**src/rtl/mem_stage_pkg.sv**
```systemverilog
// Shared types and constants for the memory stage: FSM state encoding,
// the 16-bit data word, and the hex 7-segment patterns (a at bit 7, dp at bit 0).
package simple_pkg;

    typedef enum logic [1:0] {IDLE, READ, WRITE} state_t;

    typedef logic [15:0] word_t;

    localparam word_t TIMEOUT_DATA = 16'hFFFF;

    // Indexed by nibble value; the first element of the concatenation is nibble F.
    localparam logic [15:0][7:0] SEG7_PAT = {
        8'h8E, 8'h9E, 8'h7A, 8'h9C, 8'h3E, 8'hEE, 8'hF6, 8'hFE,
        8'hE0, 8'hBE, 8'hB6, 8'h66, 8'hF2, 8'hDA, 8'h60, 8'hFC
    };

endpackage

```
**src/rtl/mem_stage_if.sv**
```systemverilog
// Data-memory request/response port seen by the memory stage.
interface mem_stage_if;
    import simple_pkg::*;

    word_t memAddr;
    word_t memWdata;
    logic  memRe;
    logic  memWe;
    word_t memRdata;
    logic  memAck;

    modport master (output memAddr, memWdata, memRe, memWe, input memRdata, memAck);
    modport slave  (input memAddr, memWdata, memRe, memWe, output memRdata, memAck);
endinterface

```
**src/rtl/mem_stage_seg7.sv**
```systemverilog
// Hex nibble to 7-segment pattern (a at bit 7, dp at bit 0, dp always off).
module seg7_encode
    import simple_pkg::*;
(
    input  logic [3:0] nibble,
    output logic [7:0] seg
);
    assign seg = SEG7_PAT[nibble];
endmodule

```
**src/rtl/mem_stage.sv**
```systemverilog
// Pipeline memory stage: ALU pass-through, loads and stores with ack timeout.
// Optional MEM_LED_EN shows the last loaded word on signal1..4 as hex digits.
module mem_stage
    import simple_pkg::*;
#(
    parameter int ACK_TIMEOUT = 15
) (
    input  logic             clk,
    input  logic             rst_n,
    input  logic             validIn,
    input  word_t            aluResult,
    input  logic             writeRegIn,
    input  logic [2:0]       regAddrIn,
    input  word_t            addrIn,
    input  word_t            storeDataIn,
    input  logic             readEnable,
    input  logic             writeEnable,
    mem_stage_if.master      mem,
    output logic             stall,
    output logic             validOut,
    output word_t            writeData,
    output logic             writeRegOut,
    output logic [2:0]       regAddrOut,
    output logic             timeoutErr,
    output logic             protoErr,
    output logic [7:0]       signal1,
    output logic [7:0]       signal2,
    output logic [7:0]       signal3,
    output logic [7:0]       signal4
);

    localparam logic [7:0] TMO_LAST = 8'(ACK_TIMEOUT - 1);

    state_t     state;
    logic [7:0] cnt;
    word_t      lat_alu;
    logic       lat_wr;
    logic [2:0] lat_reg;
    logic       timeout_hit;
    logic       mem_req;

    // The cycle in which the counter would reach ACK_TIMEOUT is the last wait cycle.
    assign timeout_hit = (cnt == TMO_LAST);
    assign mem_req     = readEnable ^ writeEnable;

    always_comb begin
        stall = 1'b0;
        if (rst_n) begin
            case (state)
                IDLE:        stall = validIn && mem_req;
                READ, WRITE: stall = !(mem.memAck || timeout_hit);
                default:     stall = 1'b0;
            endcase
        end
    end

    always_ff @(posedge clk) begin
        if (!rst_n) begin
            state        <= IDLE;
            cnt          <= 8'd0;
            lat_alu      <= '0;
            lat_wr       <= 1'b0;
            lat_reg      <= 3'd0;
            mem.memAddr  <= '0;
            mem.memWdata <= '0;
            mem.memRe    <= 1'b0;
            mem.memWe    <= 1'b0;
            validOut     <= 1'b0;
            writeData    <= '0;
            writeRegOut  <= 1'b0;
            regAddrOut   <= 3'd0;
            timeoutErr   <= 1'b0;
            protoErr     <= 1'b0;
        end else begin
            validOut <= 1'b0;
            case (state)
                IDLE: begin
                    if (validIn) begin
                        if (mem_req) begin
                            lat_alu     <= aluResult;
                            lat_wr      <= writeRegIn;
                            lat_reg     <= regAddrIn;
                            mem.memAddr <= addrIn;
                            if (writeEnable)
                                mem.memWdata <= storeDataIn;
                            mem.memRe   <= readEnable;
                            mem.memWe   <= writeEnable;
                            cnt         <= 8'd0;
                            state       <= readEnable ? READ : WRITE;
                        end else begin
                            // Conflicting enables degrade to a plain pass-through.
                            if (readEnable && writeEnable)
                                protoErr <= 1'b1;
                            validOut    <= 1'b1;
                            writeData   <= aluResult;
                            writeRegOut <= writeRegIn;
                            regAddrOut  <= regAddrIn;
                        end
                    end
                end
                READ, WRITE: begin
                    if (mem.memAck) begin
                        validOut    <= 1'b1;
                        writeData   <= (state == READ) ? mem.memRdata : lat_alu;
                        writeRegOut <= lat_wr;
                        regAddrOut  <= lat_reg;
                        mem.memRe   <= 1'b0;
                        mem.memWe   <= 1'b0;
                        state       <= IDLE;
                    end else if (timeout_hit) begin
                        timeoutErr  <= 1'b1;
                        validOut    <= 1'b1;
                        writeData   <= TIMEOUT_DATA;
                        writeRegOut <= 1'b0;
                        regAddrOut  <= lat_reg;
                        mem.memRe   <= 1'b0;
                        mem.memWe   <= 1'b0;
                        state       <= IDLE;
                    end else begin
                        cnt <= cnt + 8'd1;
                    end
                end
                default: state <= IDLE;
            endcase
        end
    end

`ifdef MEM_LED_EN
    logic [3:0][7:0] seg_next;
    logic [3:0][7:0] seg_q;

    for (genvar gi = 0; gi < 4; gi++) begin : g_seg
        seg7_encode u_seg (
            .nibble (mem.memRdata[gi*4 +: 4]),
            .seg    (seg_next[gi])
        );
    end

    // Patterns are registered (not the word) so reset shows blank digits.
    always_ff @(posedge clk) begin
        if (!rst_n)
            seg_q <= '0;
        else if (state == READ && mem.memAck)
            seg_q <= seg_next;
    end

    assign signal1 = seg_q[3];
    assign signal2 = seg_q[2];
    assign signal3 = seg_q[1];
    assign signal4 = seg_q[0];
`else
    assign signal1 = 8'h00;
    assign signal2 = 8'h00;
    assign signal3 = 8'h00;
    assign signal4 = 8'h00;
`endif

endmodule

```
**src/flat_wrapper.sv**
```systemverilog
// flat-port wrapper written by rule: the top's interface ports become plain ports
module mem_stage_flat import simple_pkg::*;
#(
    parameter int ACK_TIMEOUT = 15
)
  (clk, rst_n, validIn, aluResult, writeRegIn, regAddrIn, addrIn, storeDataIn, readEnable, writeEnable, stall, validOut, writeData, writeRegOut, regAddrOut, timeoutErr, protoErr, signal1, signal2, signal3, signal4, mem_memAddr, mem_memWdata, mem_memRe, mem_memWe, mem_memRdata, mem_memAck);
  mem_stage_if mem_i ();
  input  logic clk;
  input  logic rst_n;
  input  logic validIn;
  input  word_t aluResult;
  input  logic writeRegIn;
  input  logic [2:0] regAddrIn;
  input  word_t addrIn;
  input  word_t storeDataIn;
  input  logic readEnable;
  input  logic writeEnable;
  output logic stall;
  output logic validOut;
  output word_t writeData;
  output logic writeRegOut;
  output logic [2:0] regAddrOut;
  output logic timeoutErr;
  output logic protoErr;
  output logic [7:0] signal1;
  output logic [7:0] signal2;
  output logic [7:0] signal3;
  output logic [7:0] signal4;
  output wire logic [$bits(mem_i.memAddr)-1:0] mem_memAddr;
  output wire logic [$bits(mem_i.memWdata)-1:0] mem_memWdata;
  output wire logic [$bits(mem_i.memRe)-1:0] mem_memRe;
  output wire logic [$bits(mem_i.memWe)-1:0] mem_memWe;
  input wire logic [$bits(mem_i.memRdata)-1:0] mem_memRdata;
  input wire logic [$bits(mem_i.memAck)-1:0] mem_memAck;
  assign mem_memAddr = mem_i.memAddr;
  assign mem_memWdata = mem_i.memWdata;
  assign mem_memRe = mem_i.memRe;
  assign mem_memWe = mem_i.memWe;
  assign mem_i.memRdata = mem_memRdata;
  assign mem_i.memAck = mem_memAck;
  mem_stage #(.ACK_TIMEOUT(ACK_TIMEOUT)) u_core (.clk(clk), .rst_n(rst_n), .validIn(validIn), .aluResult(aluResult), .writeRegIn(writeRegIn), .regAddrIn(regAddrIn), .addrIn(addrIn), .storeDataIn(storeDataIn), .readEnable(readEnable), .writeEnable(writeEnable), .mem(mem_i), .stall(stall), .validOut(validOut), .writeData(writeData), .writeRegOut(writeRegOut), .regAddrOut(regAddrOut), .timeoutErr(timeoutErr), .protoErr(protoErr), .signal1(signal1), .signal2(signal2), .signal3(signal3), .signal4(signal4));
endmodule
```
**config.mk**
```make
export PLATFORM = sky130hd
export DESIGN_NAME = mem_stage_flat
export DESIGN_NICKNAME = d
export VERILOG_FILES = /design/src/rtl/mem_stage_pkg.sv /design/src/rtl/mem_stage_if.sv /design/src/rtl/mem_stage_seg7.sv /design/src/rtl/mem_stage.sv /design/src/flat_wrapper.sv
export SDC_FILE = /design/constraint.sdc
export NUM_CORES = 1
export LEC_CHECK = 0
export BUFFER_PORTS_ARGS = -buffer_cell sky130_fd_sc_hd__buf_4
export CAP_MARGIN = 10
export CORE_MARGIN = 5
export CORE_UTILIZATION = 48
export CTS_CLUSTER_DIAMETER = 30
export DETAILED_ROUTE_END_ITERATION = 10
export PLACE_DENSITY = 0.8
export SLEW_MARGIN = 25
export SYNTH_ARGS = -nofsm -noshare
export SYNTH_HDL_FRONTEND = slang
export SYNTH_SLANG_ARGS = --single-unit
```
**constraint.sdc**
```tcl
create_clock -name clk -period 2.4 [get_ports clk]
set_clock_uncertainty 0.05 [all_clocks]
set_input_delay 0.24 -clock clk [delete_from_list [all_inputs] [get_ports clk]]
set_output_delay 0.24 -clock clk [all_outputs]
set_load 0.005 [all_outputs]
```
==> results.sh <==
export IMPL_seqPwrFrac=0.486
export IMPL_die_h_um=102
export IMPL_drv_slew=0
export IMPL_relSlewSlack=0.640
export IMPL_hold_path_class="in -> reg"
export IMPL_hold_violations=0
export IMPL_initial_core_util=0.492
export IMPL_globalplace_congestion=0.901
export IMPL_fin_tns_setup_ns=0
export IMPL_slowest_stage="ha_1"
export IMPL_synth_top_cell_area_share=0.431
export IMPL_worstPathArrival_ns=1.91
export IMPL_via_per_inst=5.24
export IMPL_n_antenna_cell=0
export IMPL_fin_cells=743
export IMPL_reg2reg_depth=7
export IMPL_dp_hpwl_mm=8.39
export IMPL_drv_cap=0
export IMPL_wl_mm=11.1
export IMPL_ys_top_cells_by_area="dfxtp_1, nand2_1, a21oi_1"
export IMPL_synthArstFlopShare=0
export IMPL_cts_sinks=87
export IMPL_switching_share=0.286
export IMPL_critPathLaunchType="flip-flop"
export IMPL_endpoint_kind="primary output"
export IMPL_power_internal_mw=2.35
export IMPL_synthDistinctLibCells=42
export IMPL_tightest_slew_ns=0.540
export IMPL_gr_usage_all_layers=0.216
export IMPL_ys_ff_latch=87
export IMPL_setup_violations=0
export IMPL_io_buffers=131
export IMPL_core_area_um2=8220
export IMPL_grt_max_degree=38
export IMPL_antenna_found_initial=0
export IMPL_cts_tree="done"
export IMPL_cellPowerDensity_nw_per_um2=634
export IMPL_cts_max_path_buffers=2
export IMPL_htreeDepth=3
export IMPL_criticalPathCategory="reg -> out"
export IMPL_min_period_ns=2.20
export IMPL_crit_required_ns=2.11
export IMPL_power_frac_clock=0.301
export IMPL_drc=0
export IMPL_synth_top_flop_cell="dfxtp_1"
export IMPL_ios=164
export IMPL_holdBufCountCts=0
export IMPL_ir_worst_vdd_uv=437
export IMPL_slowest_delay_ns=0.40
export IMPL_antenna_left=0
export IMPL_synth_top_area_cell="dfxtp_1"
export IMPL_yosysWarnings=0
export IMPL_overflow=0
export IMPL_max_freq_ghz=0.454
export IMPL_rows=33
export IMPL_drt_pass1_iter_count=4
export IMPL_grt_pass1_vias=3775
export IMPL_synth_area_per_cell_um2=7.90
export IMPL_drive_gt1_frac=0.274
export IMPL_clk_pin_slew_worst_paths_ns=0.09
export IMPL_postCtsSetupBuffers=0
export IMPL_worstSkewPairLatency_ns=0.35
export IMPL_vias=3894
export IMPL_outcome="finished, final reports clean"
export IMPL_p_sw_mw=0.945
export IMPL_hold_path_depth=3
export IMPL_power_share_combinational=0.213
export IMPL_cts_made_buffers=9
export IMPL_layout_nets=714
export IMPL_rsz0062_at_grt="no"
export IMPL_synthCells=512
export IMPL_drtIter0Drc=159
export IMPL_synth_edf_count=0
export IMPL_syn_area_um2=4050
export IMPL_die_w_um=102
export IMPL_yosysSeqAreaShare=0.431
export IMPL_place_inst=728
export IMPL_p_leak_nw=2.18
export IMPL_min_period_over_period=0.919
export IMPL_dieArea_um2=10400
export IMPL_crit_chain="inv_1, ha_1, nor2b_2, o41ai_4, a21oi_2, buf_4"
export IMPL_critPathMaxFanout=8
export IMPL_n_fill_cell=731
export IMPL_grt_pass1_wl_mm=17.9
export IMPL_wl_per_cell_um=14.9
export IMPL_syn2layout_area_growth_pct=28.6
export IMPL_cts_root_buf="clkbuf_8"
==> repair_timing <==
item                       4_1_cts  5_1_grt
gates resized for setup          0        3
setup endpoints to repair        0        6
hold endpoints to repair         0        0
==> synthesized netlist by cell type, drive strengths merged (6+ instances only) <==
cell and instances:
nand4 19, clkbuf 23, a21oi 80, nand2 134
inv 6, dfxtp 87, o21ai 23, nor2 21
nand3 7, ha 6, buf 45, mux2i 19
==> through the flow <==
stage | area, um2 | util | setup slack, ns | hold slack, ns | power [mW]
final | 5200 | 0.633 | 0.195 | 0.0788 | 3.30
after floorplan | 4160 | - | 0.397 | 0.308 | 2.03
after detailed placement | 5010 | 0.610 | 0.192 | 0.395 | 2.34
after CTS | 5190 | 0.632 | 0.0415 | 0.0604 | 3.32
after global routing | 5200 | 0.633 | 0.0370 | 0.0579 | 3.46
after global placement | 5010 | 0.610 | 0.299 | 0.392 | 2.32
==> layout by cell type, fill, tap and decap left out, types with 7 or more instances in the layout <==
master / n
nand3_1: 7
nor2_1: 21
a21oi_1: 78
nand4_1: 19
clkbuf_8: 9
buf_4: 148
conb_1: 32
o21ai_1: 17
dfxtp_1: 87
nand2_1: 134
mux2i_1: 19
==> critical path: cells and delay by family, from the launching register on <==
family,cells,cell delay (ns)
DFF,1,0.37
AOI/OAI and AO/OA,2,0.34
and+or+nand+nor,1,0.25
adders and majority gates,1,0.40
buffers and inverters,2,0.21
==> path summary, 6_finish.rpt <==
path	start	end	slack, ns
setup / recovery	u_core.state[0]	stall	0.20
hold / removal	addrIn[7]	u_core.mem.memAddr[7]	0.08
setup reg to reg	u_core.state[0]	u_core.mem.memRe	0.25
hold reg to reg	u_core.mem.memWdata[3]	u_core.mem.memWdata[3]	0.41
==> logic make-up (layout without fill, tap and decap cells) <==
logic type	count (synthesis)	in the layout	share of synthesized area
other cells	1	32	0.000927
compound gates	123	123	0.178
simple gates	202	202	0.221
flops	87	87	0.431
buf+inv	74	169	0.104
mux	19	19	0.0470
fa+ha+maj	6	6	0.0186
==> final cells by class <==
class	instances	area [um2]	share of cell area
tap	105	131	0.0253
multi-input combinational	382	2010	0.386
sequential	87	1740	0.335
timing repair buffer	148	1110	0.214
clock inverter	5	58.8	0.0113
inverter	6	22.5	0.00433
clock buffer	10	128	0.0245
==> routing by layer <==
metal,GRT usage,wire [um],vias to the layer above
li1,-,-,1916
met1,0.260,4370,1796
met2,0.352,5300,164
met3,0.0820,1190,18
met4,0.0798,207,0
met5,0,0,-
==> power by group through the flow <==
stage          logic [mW]  registers (mW)  clock network (mW)
5_1_grt             0.784            1.61                1.07
4_1_cts             0.702            1.60                1.01
3_5_place_dp        0.700            1.64                   0
3_3_place_gp        0.684            1.63                   0
6_report            0.704            1.60               0.993
2_1_floorplan       0.402            1.63                   0
No activity file was read; power rests on OpenSTA's default activity.
